File: src/rtl/mult_pkg.sv
// Shared types and constants for the round-robin multiplier sequencer.
package mult_pkg;

  localparam int unsigned WIDTH_DEF = 8;

  localparam int unsigned REQ0 = 0;
  localparam int unsigned REQ1 = 1;

  typedef enum logic [2:0] {
    S_IDLE,
    S_LOAD,
    S_ADD,
    S_SHIFT,
    S_SUB,
    S_SHIFT_LAST,
    S_DONE
  } mult_state_t;

endpackage

File: src/rtl/mult_rr_sequencer_arb.sv
// Two-request round-robin picker; purely combinational one-hot winner.
module rr_arb2
  import mult_pkg::*;
(
  input  logic [1:0] req,
  input  logic       last,
  output logic [1:0] win
);

  // last holds the index of the requester served most recently
  always_comb begin
    win = '0;
    unique case (req)
      2'b01:   win[REQ0] = 1'b1;
      2'b10:   win[REQ1] = 1'b1;
      2'b11:   if (last) win[REQ0] = 1'b1; else win[REQ1] = 1'b1;
      default: win = '0;
    endcase
  end

endmodule

File: src/rtl/mult_rr_sequencer.sv
// Sequences the shared shift-add multiplier datapath for two round-robin requesters.
// Optional MULT_SKIP_ZERO_EN: a zero multiplier bit shifts during ADD and skips SHIFT.
module mult_rr_sequencer
  import mult_pkg::*;
#(
  parameter int unsigned WIDTH = WIDTH_DEF
) (
  input  logic             Clk,
  input  logic             Reset_n,
  input  logic [1:0]       Req,
  input  logic [WIDTH-1:0] OpS_0,
  input  logic [WIDTH-1:0] OpS_1,
  input  logic [WIDTH-1:0] OpB_0,
  input  logic [WIDTH-1:0] OpB_1,
  input  logic             M,
  output logic [1:0]       Gnt,
  output logic [1:0]       Done,
  output logic             Busy,
  output logic [WIDTH-1:0] S_out,
  output logic [WIDTH-1:0] B_out,
  output logic             ClrA_LdB,
  output logic             Shift,
  output logic             Add,
  output logic             Sub
);

  localparam int unsigned CW = $clog2(WIDTH);

  mult_state_t   state, state_nx;
  logic [CW-1:0] cnt, cnt_nx;
  logic [1:0]    owner;
  logic [1:0]    win;
  logic          last;
  logic          term;

  rr_arb2 u_arb (
    .req  (Req),
    .last (last),
    .win  (win)
  );

  assign term = (cnt == CW'(WIDTH - 2));

  always_ff @(posedge Clk or negedge Reset_n) begin
    if (!Reset_n) begin
      state <= S_IDLE;
      cnt   <= '0;
      owner <= '0;
      last  <= 1'b1;
    end else begin
      state <= state_nx;
      cnt   <= cnt_nx;
      if (state == S_IDLE && |Req) begin
        owner <= win;
      end else if (state == S_DONE) begin
        owner <= '0;
        last  <= owner[REQ1];
      end
    end
  end

  always_comb begin
    state_nx = state;
    cnt_nx   = cnt;
    ClrA_LdB = 1'b0;
    Shift    = 1'b0;
    Add      = 1'b0;
    Sub      = 1'b0;
    unique case (state)
      S_IDLE: begin
        if (|Req) state_nx = S_LOAD;
      end
      S_LOAD: begin
        ClrA_LdB = 1'b1;
        cnt_nx   = '0;
        state_nx = S_ADD;
      end
      S_ADD: begin
`ifdef MULT_SKIP_ZERO_EN
        // zero bit: fold the shift into this cycle and count the iteration here
        if (!M) begin
          Shift    = 1'b1;
          cnt_nx   = cnt + CW'(1);
          state_nx = term ? S_SUB : S_ADD;
        end else begin
          Add      = 1'b1;
          state_nx = S_SHIFT;
        end
`else
        Add      = M;
        state_nx = S_SHIFT;
`endif
      end
      S_SHIFT: begin
        Shift    = 1'b1;
        cnt_nx   = cnt + CW'(1);
        state_nx = term ? S_SUB : S_ADD;
      end
      S_SUB: begin
        Sub      = M;
        state_nx = S_SHIFT_LAST;
      end
      S_SHIFT_LAST: begin
        Shift    = 1'b1;
        state_nx = S_DONE;
      end
      S_DONE: begin
        state_nx = S_IDLE;
      end
      default: begin
        state_nx = S_IDLE;
      end
    endcase
  end

  // owner is cleared outside LOAD..DONE, so the muxes and Gnt read zero when idle
  assign Gnt   = owner;
  assign Done  = (state == S_DONE) ? owner : '0;
  assign Busy  = (state != S_IDLE);
  assign S_out = owner[REQ1] ? OpS_1 : (owner[REQ0] ? OpS_0 : '0);
  assign B_out = owner[REQ1] ? OpB_1 : (owner[REQ0] ? OpB_0 : '0);

endmodule
File: config.mk
export PLATFORM = sky130hd
export DESIGN_NAME = mult_rr_sequencer
export DESIGN_NICKNAME = d
export VERILOG_FILES = /design/src/rtl/mult_pkg.sv /design/src/rtl/mult_rr_sequencer_arb.sv /design/src/rtl/mult_rr_sequencer.sv
export SDC_FILE = /design/constraint.sdc
export NUM_CORES = 1
export LEC_CHECK = 0
export ABC_AREA = 1
export CORE_MARGIN = 3
export CORE_UTILIZATION = 35
export CTS_BUF_LIST = sky130_fd_sc_hd__clkbuf_2 sky130_fd_sc_hd__clkbuf_4 sky130_fd_sc_hd__clkbuf_8
export CTS_CLUSTER_DIAMETER = 200
export DETAILED_ROUTE_END_ITERATION = 8
export PLACE_DENSITY_LB_ADDON = 0.1
export SLEW_MARGIN = 5
export SYNTH_ARGS = -nofsm -noshare
export SYNTH_HDL_FRONTEND = slang
export SYNTH_SLANG_ARGS = --single-unit
File: constraint.sdc
create_clock -name Clk -period 3.2 [get_ports Clk]
set_clock_uncertainty 0.15 [all_clocks]
set_input_delay 0.64 -clock Clk [delete_from_list [all_inputs] [get_ports Clk]]
set_output_delay 0.64 -clock Clk [all_outputs]
set_load 0.01 [all_outputs]
# Yosys cells after proc, flatten, opt, wreduce, memory -nomap -nowiden
# Cells that the tools add are included.
[word_totals]
regBits = 9
output_inout_bits = 25
wordCells = 44
[classes]
addsub = 1
eq_ne = 11
mux = 19
bitwise_logic = 1
reduce_logical = 8
[ops]
columns = ["operator", "n"]
rows = [
  ["two-way mux 8 bit", 4],
  ["case mux 3 bit (6 select lines)", 1],
  ["equality test 3 bit, second input constant", 4],
  ["equality test 3 x 2 -> 1 bit, second input constant", 2],
  ["two-way mux 1 bit", 6],
  ["two-way mux 2 bit", 3],
  ["two-way mux 3 bit", 2],
  ["case mux 3 bit (2 select lines)", 1],
  ["equality test 2 bit, second input constant", 2],
  ["case mux 1 bit (2 select lines)", 2],
  ["nonzero test 2 bit", 2],
  ["OR reduction 2 bit", 2],
  ["adder 3 x 1 -> 3 bit, second input constant", 1],
  ["equality test 3 x 1 -> 1 bit, second input constant", 1],
  ["logical NOT 3 bit", 1],
  ["nonzero test 3 bit", 1],
  ["equality test 2 x 1 -> 1 bit, second input constant", 1],
  ["!= test 2 x 1 -> 1 bit, second input constant", 1],
  ["AND reduction 2 bit", 1],
  ["logical AND 1 bit", 1],
  ["NOT 1 bit", 1],
]

# Longest topological paths before layout
# Gate-level depths: netlist of run 1.
[logic_depth]
word_depth = 4
depth_mapped = 6

# Modules after synthesis
# Synthesis of run 1 repeated with hierarchy kept, for this count alone.
[unflattened]
cells_unflattened = 120
area_unflattened_um2 = 739.5
[modules_own_cells]
columns = ["mod", "instances", "cells_each", "area_each_um2"]
rows = [
  ["mult_rr_sequencer", 1, 115, 718.2],
  ["rr_arb2", 1, 5, 21.3],
]

# Worst setup path before layout of run 1
# Ideal clock, no wire load.
[synth_path]
path_kind = "input-to-output"
startpoint = "input M"
endpoint = "output Add"
arrival_time_ps = 963
required_ps = 2410
slack_ps = 1447
cell_stages = 2
path_buffers = 0
path_cell_list = "inv_1 -> nor3_1"
[synth_between]
elab_chain_len = 1
[synth_lines]
columns = ["item", "line_no", "source"]
rows = [
  ["start, declared", "mult_rr_sequencer.sv:15", "input logic M,"],
  ["two-way mux 1 bit", "mult_rr_sequencer.sv:69", "unique case (state)"],
  ["end, declared", "mult_rr_sequencer.sv:23", "output logic Add,"],
]
# Every way passes these cells.

# Worst setup path after layout of run 1
# Ends and elaborated chain as after synthesis.

==> results of run 1 <==
-- metrics by stage --
stage,util,std cells
global placement,0.721,199
CTS,0.737,203
finish,0.737,203
floorplan,-,118
detailed placement,0.721,199
global route,0.737,203
-- area by class of cell --
cell class,instances,area share
Timing Repair Buffer,62,0.452
Clock buffer,4,0.0219
Inverter,13,0.0375
Tap cell,25,0.0229
Multi-Input combinational cell,90,0.301
Sequential cell,9,0.165
-- sequential cells by signal, summed over array words and instances (netlist names) --
register	cells
Gnt	2
cnt	3
state	3
last	1
-- logic make-up after synthesis --
| family | share of synthesized area |
|---|---|
| buf+inv | 0.130 |
| fa+ha+maj | 0.0341 |
| simple gates | 0.461 |
| xor+xnor | 0.0119 |
| flops | 0.309 |
| compound gates | 0.0546 |
-- per-layer routing --
| layer | vias to the layer above | global-route usage | wire length, um |
|---|---|---|---|
| met4 | 0 | 0.0393 | 14 |
| met5 | - | 0 | 0 |
| met1 | 453 | 0.208 | 893 |
| met3 | 3 | 0.0831 | 268 |
| li1 | 495 | - | - |
| met2 | 45 | 0.360 | 1240 |
-- synth_stat cells, drive strengths merged --
| library cell | n |
|---|---|
| nand3 | 23 |
| a21oi | 3 |
| dfstp | 1 |
| nor2 | 6 |
| inv | 13 |
| dfrtp | 8 |
| xnor2 | 1 |
| o21ai | 5 |
| nand2 | 47 |
| ha | 2 |
| buf | 6 |
| nor3 | 2 |
| nand4 | 1 |
-- worst paths after layout --
kind / end / slack, ps / cells past startpoint
max: Add / 530 / 4
min: last / 320 / 2
max reg2reg: Gnt[0] / 1990 / 5
min reg2reg: last / 320 / 2
max in group asynchronous: last / 2070 / 1
min in group asynchronous: state[2] / 510 / 1
-- critical path, delay by kind of cell --
kind / cells / cell delay, ps
buffers and inverters: 3 / 1070
AND/OR/NAND/NOR: 1 / 170
-- power by group --
group | switching, mW | internal [mW] | total [mW]
clock network | 0.0437 | 0.0567 | 0.100
registers | 0.0818 | 0.167 | 0.249
logic | 0.308 | 0.340 | 0.648
total | 0.434 | 0.563 | 0.997
==> flow_summary.rst, run 1 <==
.. list-table::
   :header-rows: 1

   * - Metric
     - Value
   * - Total of cells resized after clock tree synthesis
     - 0
   * - Slew of the pin with the lowest slew margin
     - 604 ps
   * - Portion of the clock cycle consumed by the worst path in the final layout
     - 0.833
   * - Headroom to the max-slew limit
     - 0.597
   * - Area of the placeable core
     - about 1900 um2
   * - Biggest area consumer among synthesized cells
     - sky130_fd_sc_hd__dfrtp_1
   * - Type of destination of the critical path
     - primary output
   * - Most common cell after layout, fill and taps aside
     - sky130_fd_sc_hd__clkdlybuf4s50_1
   * - Worst vdd rail ir drop
     - 0.475 mV
   * - Vias in the first global route
     - 943
   * - Setup crit start
     - M
   * - Worst path cell trace
     - clkdlybuf4s50_1 -> inv_1 -> nor3_1 -> clkdlybuf4s50_1
   * - Unrepaired setup endpoints after global routing
     - false
   * - Count of state elements after synthesis
     - 9
   * - Signal arrival time at the worst endpoint
     - 1880 ps
   * - Fin. Hold Viols
     - 0
   * - Leakage Power
     - 0.648 nW
   * - Largest stage delay on the critical path
     - 570 ps
   * - Drt via density
     - ~4.9
   * - Total gr overflow
     - 0
   * - Total cell area at the placement stage
     - 1340 um2
   * - Max Slew Vio Count
     - 0
   * - Pre-CTS worst setup slack
     - 549 ps
   * - Fraction of layout cells with a size suffix above 1
     - 0.0618
   * - Min Tclk post-route
     - 2670 ps
   * - Instance count of the mapped netlist
     - roughly 120
   * - # Max-Cap Violations
     - 0
   * - Cell repeated most along the worst path
     - sky130_fd_sc_hd__clkdlybuf4s50_1
   * - Number of CTS-inserted buffers
     - 3
   * - Antenna violations before repair
     - 0
   * - First-pass GRT wire length
     - ~4 mm
   * - DRC violation count after routing
     - 0
   * - Total negative slack
     - 0 ps
   * - Average wire per standard cell
     - 11.9 um
   * - Synthesized cell area
     - between 700 and 800 um2
   * - Count of routing violations after the opening detailed-route iteration
     - 20
   * - TritonCTS clock tree
     - done
   * - Overall routed net length
     - 2.42 mm
   * - Filler Cell Count
     - 143
   * - Area of the die
     - 2680 um2
   * - Pin count of the biggest net entering global routing
     - 20
   * - Area of the multi-input gates
     - 412 um2
   * - Port bufs
     - 61
   * - Hold/Removal Path Class
     - reg2reg
   * - Post-synth top area share
     - 0.273
   * - Syn_nets
     - 157
   * - Final Power
     - 997 uW
   * - Worst setup path class
     - in2out
   * - Top cells by area, synth
     - sky130_fd_sc_hd__dfrtp_1 (27%), sky130_fd_sc_hd__nand2_1 (24%), sky130_fd_sc_hd__nand3_1 (15%)
   * - Number of nets in the final layout
     - about 220
   * - Maximum clock rate
     - 0.375 GHz
   * - Total area of sequential cells
     - 226 um2
   * - H-tree depth
     - 1
   * - Total of hold buffers inserted after clock tree synthesis
     - 0
   * - Clock slew at reported path FFs
     - 70 ps
   * - Final critical-path setup slack
     - between 500 and 600 ps
   * - Run status
     - complete, no violations
   * - Buffer count from post-CTS setup fixing
     - 0
   * - Clock Sink Count
     - 9
   * - Startpoint of the lowest-slack register-to-register path
     - state[0]
   * - Signed area change from the synthesized netlist to the final layout
     - 86.7%
   * - Startpoint of the tightest hold check path
     - last
   * - Root cell of the clock tree
     - sky130_fd_sc_hd__clkbuf_4
   * - Width of the die
     - 51.8 um
   * - Initial Utilization
     - 0.395
   * - Commonest non-fill, non-tap cells in the layout
     - sky130_fd_sc_hd__clkdlybuf4s50_1 (61), sky130_fd_sc_hd__nand2_1 (47), sky130_fd_sc_hd__nand3_1 (22)
   * - Total routing resource utilization after global routing
     - 0.196
   * - Summed area of non-filler cells in the final layout
     - 1370 um2
   * - Die height
     - between 50 and 60 um
   * - Half-perimeter wire length of the detailed placement result
     - 1.92 mm
   * - Yosys synthesis warning count
     - 0
   * - Data required, critical path
     - roughly 2400 ps
   * - Number of different library cells in the post-synthesis netlist
     - 20
   * - Post-synthesis sequential area ratio
     - 0.309
   * - Crit path max-delay cell type
     - sky130_fd_sc_hd__clkdlybuf4s50_1
   * - Number of nets with antenna violations after detailed routing
     - 0
   * - Maximum buffer depth of the clock tree
     - 2
   * - Setup Viol. Count Final
     - 0
   * - Smallest hold slack
     - about 320 ps
   * - Rows
     - 15
   * - Power per Cell Area
     - 728 nW/um2
   * - Insertion delay to the later sink of the worst-skew pair
     - 270 ps
   * - Worst Setup Start Kind
     - input port
   * - Overall via count from detail_route
     - 996
   * - Final weighted congestion in routability-driven placement
     - 0.751
   * - Max Fanout on Critical Path
     - 2
   * - Ant. Diodes
     - 0
   * - Per-instance average area after synthesis
     - about 6.2 um2
   * - Detailed-router iteration count before antenna repair
     - 4
   * - Number of I/O pins
     - 62
Note: power is estimated with default switching activity, not from simulation.
==> run 2: changes to the inputs <==
- CORE_UTILIZATION: 35 -> 29
- clock period: 3.2 -> 2.2 ns (I/O delays scaled with it)
==> run 2 against run 1 <==
  * Cell count is 3.0% higher
  * Sequential cell count stayed put
  * Setup slack worse by 510 ps
  * Register-to-register slack worse by 990 ps
  * Sequential share of layout area is 0.39 points lower
  * Critical path depth stayed put
  * Die area is 18% higher
  * Sequential power is 34% higher
  * Critical endpoint is now S_out[4]
  * Highest routed layer is now met3
==> flow_summary.rst, run 2 (same netlist as run 1, synthesis figures left out) <==
.. list-table::
   :header-rows: 1

   * - Metric
     - Value
   * - Run status
     - complete, no violations
   * - Overall routed net length
     - 2.54 mm (+5.1%)
   * - Average wire per standard cell
     - 12.1 um (+2.0%)
   * - Drt via density
     - 4.74 (-3.5%)
   * - Total cell area at the placement stage
     - 1370 um2 (+2.0%)
   * - Number of nets with antenna violations after detailed routing
     - 0 (unchanged)
   * - Power per Cell Area
     - 1030 nW/um2 (+42%)
   * - Worst setup path class
     - in2out
   * - Clock Sink Count
     - 9 (unchanged)
   * - Area of the multi-input gates
     - 414 um2 (+0.61%)
   * - Max Slew Vio Count
     - 0 (unchanged)
   * - Maximum clock rate
     - around 0.46 GHz
   * - Headroom to the max-slew limit
     - 0.743 (+0.146)
   * - Area of the placeable core
     - 2300 um2 (+24%)
   * - Startpoint of the tightest hold check path
     - last
   * - Max Fanout on Critical Path
     - 1 (-1)
   * - Number of CTS-inserted buffers
     - 3 (unchanged)
   * - Buffer count from post-CTS setup fixing
     - 0 (unchanged)
   * - Filler Cell Count
     - 222 (+55%)
   * - Total gr overflow
     - 0 (unchanged)
   * - Final critical-path setup slack
     - 25.8 ps (-509 ps)
   * - Minimum setup slack among reg-to-reg paths
     - 1000 ps (-990 ps)
   * - Signal arrival time at the worst endpoint
     - 1580 ps (-300 ps)
   * - # Max-Cap Violations
     - 0 (unchanged)
   * - Number of nets in the final layout
     - 221 (+1.4%)
   * - Most common cell after layout, fill and taps aside
     - sky130_fd_sc_hd__clkdlybuf4s50_1
   * - Clock slew at reported path FFs
     - 50 ps (-20 ps)
   * - Total of hold buffers inserted after clock tree synthesis
     - 0 (unchanged)
   * - R2r worst-path depth
     - 5 (unchanged)
   * - Antenna violations before repair
     - 0 (unchanged)
   * - Worst Hold Endpoint
     - last
   * - Portion of the clock cycle consumed by the worst path in the final layout
     - 0.988
   * - Destination of the worst register-to-register timing path
     - state[1]
   * - Type of destination of the critical path
     - primary output
   * - Port bufs
     - 61 (unchanged)
   * - Fraction of layout cells with a size suffix above 1
     - 0.0994 (+0.0376)
   * - Final Power
     - 1.47 mW (+48%)
   * - Startpoint of the lowest-slack register-to-register path
     - cnt[0]
   * - Slew of the pin with the lowest slew margin
     - 384 ps (-221 ps)
   * - H-tree depth
     - 1 (unchanged)
   * - TritonCTS clock tree
     - done
   * - Area of the die
     - 3170 um2 (+18%)
   * - First-pass GRT wire length
     - 4.15 mm (+4.3%)
   * - Final weighted congestion in routability-driven placement
     - 0.775 (+3.2%)
   * - Maximum buffer depth of the clock tree
     - 2 (unchanged)
   * - Initial Utilization
     - 0.319 (-0.0754)
   * - Half-perimeter wire length of the detailed placement result
     - 2.00 mm (+4.4%)
   * - Pin count of the biggest net entering global routing
     - 19 (-5.0%)
   * - Rows
     - 17 (+2)
   * - Ant. Diodes
     - 0 (unchanged)
   * - Count of placed standard cells including taps
     - 205 (+3.0%)
   * - Count of routing violations after the opening detailed-route iteration
     - 27 (+35%)
   * - Fin. Hold Viols
     - 0 (unchanged)
   * - Worst vdd rail ir drop
     - 0.954 mV (+100%)
   * - Total routing resource utilization after global routing
     - 0.158 (-0.0384)
   * - Vias in the first global route
     - 950 (+0.74%)
   * - Commonest non-fill, non-tap cells in the layout
     - sky130_fd_sc_hd__clkdlybuf4s50_1 (48), sky130_fd_sc_hd__nand2_1 (47), sky130_fd_sc_hd__nand3_1 (22)
   * - Unrepaired setup endpoints after global routing
     - false
   * - Signed area change from the synthesized netlist to the final layout
     - 94.4%
   * - Total area of sequential cells
     - 230 um2 (+1.7%)
   * - Hold/Removal Path Class
     - reg2reg
   * - Setup Viol. Count Final
     - 0 (unchanged)
   * - Number of I/O pins
     - 62 (unchanged)
   * - Width of the die
     - 56.3 um (+8.7%)
   * - Min Tclk post-route
     - around 2200 ps
   * - Die height
     - 56.3 um (+8.7%)
   * - Worst Setup Start Kind
     - input port
   * - Insertion delay to the later sink of the worst-skew pair
     - 250 ps (-20 ps)
   * - Data required, critical path
     - 1610 ps (-800 ps)
   * - Hold Path Depth
     - 2 (unchanged)
   * - Root cell of the clock tree
     - sky130_fd_sc_hd__clkbuf_4
   * - Fin cells
     - 209 (+3.0%)
   * - Pre-CTS worst setup slack
     - -46.0 ps (-595 ps)
   * - Summed area of non-filler cells in the final layout
     - 1430 um2 (+4.1%)
   * - Leakage Power
     - 0.796 nW (+23%)
   * - Detailed-router iteration count before antenna repair
     - 6 (+2)
   * - DRC violation count after routing
     - 0 (unchanged)
   * - Overall via count from detail_route
     - 990 (-0.60%)
[run 2: cell types whose count changed in the layout (fill, tap and decap cells not counted), moves of 2 or more]
| cell | change |
|---|---|
| sky130_fd_sc_hd__clkdlybuf4s50_1 | -13 |
| sky130_fd_sc_hd__dlymetal6s2s_1 | +9 |
| sky130_fd_sc_hd__dlygate4sd2_1 | +4 |
| sky130_fd_sc_hd__dfrtp_1 | -3 |
| sky130_fd_sc_hd__dfrtp_2 | +3 |
| sky130_fd_sc_hd__buf_4 | +2 |
[run 2: per-stage QoR]
| step | setup TNS [ps] | utilization | hold slack (ps) |
|---|---|---|---|
| 3_5_place_dp | -86.5 | 0.594 | 317 |
| 6_report | 0 | 0.620 | 320 |
| 4_1_cts | 0 | 0.606 | 324 |
| 5_1_grt | 0 | 0.620 | 334 |
| 3_3_place_gp | -76.6 | 0.594 | 315 |
| 2_1_floorplan | 0 | - | -5.59 |
[run 2: how the worst max path moves through the flow]
stage                  start        to  slack, ps  depth (start not counted)
global route        OpB_0[1]  B_out[1]        0.6                          4
global placement           M       Add        -40                          4
detailed placement         M       Add        -50                          4
finish              OpS_0[4]  S_out[4]         30                          4
floorplan             Gnt[1]  B_out[0]        660                          5
CTS                 state[1]     Shift          5                          4
[run 2: where the power goes]
part / internal [mW] / switching [mW] / total [mW]
clock network: 0.0816 / 0.0492 / 0.131
registers: 0.248 / 0.0848 / 0.333
logic: 0.510 / 0.499 / 1.01
total: 0.839 / 0.633 / 1.47
[run 2: worst max-delay path, stage by stage]
cell                              delay (ps)
sky130_fd_sc_hd__clkdlybuf4s50_1         470
sky130_fd_sc_hd__nand3_1                  80
sky130_fd_sc_hd__nand2_1                  70
sky130_fd_sc_hd__clkdlybuf4s50_1         530
[run 2: area by class of cell]
type / instances / area share
Timing Repair Buffer: 65 / 0.464
Multi-Input combinational cell: 90 / 0.291
Sequential cell: 9 / 0.162
Inverter: 13 / 0.0378
Tap cell: 28 / 0.0246
Clock buffer: 4 / 0.0211
[run 2: per-layer routing]
metal,vias up,track usage,wire [um],share of wire
met5,-,0,0,0
met4,0,0.0237,0,0
met3,0,0.0414,228,0.090
met2,48,0.280,1200,0.47
met1,440,0.194,1100,0.44
li1,502,-,-,-
[run 2: timing repair]
action	in CTS	in global routing
gates resized for setup	6	13
endpoints found under the hold margin	0	0
setup endpoints to repair	6	12
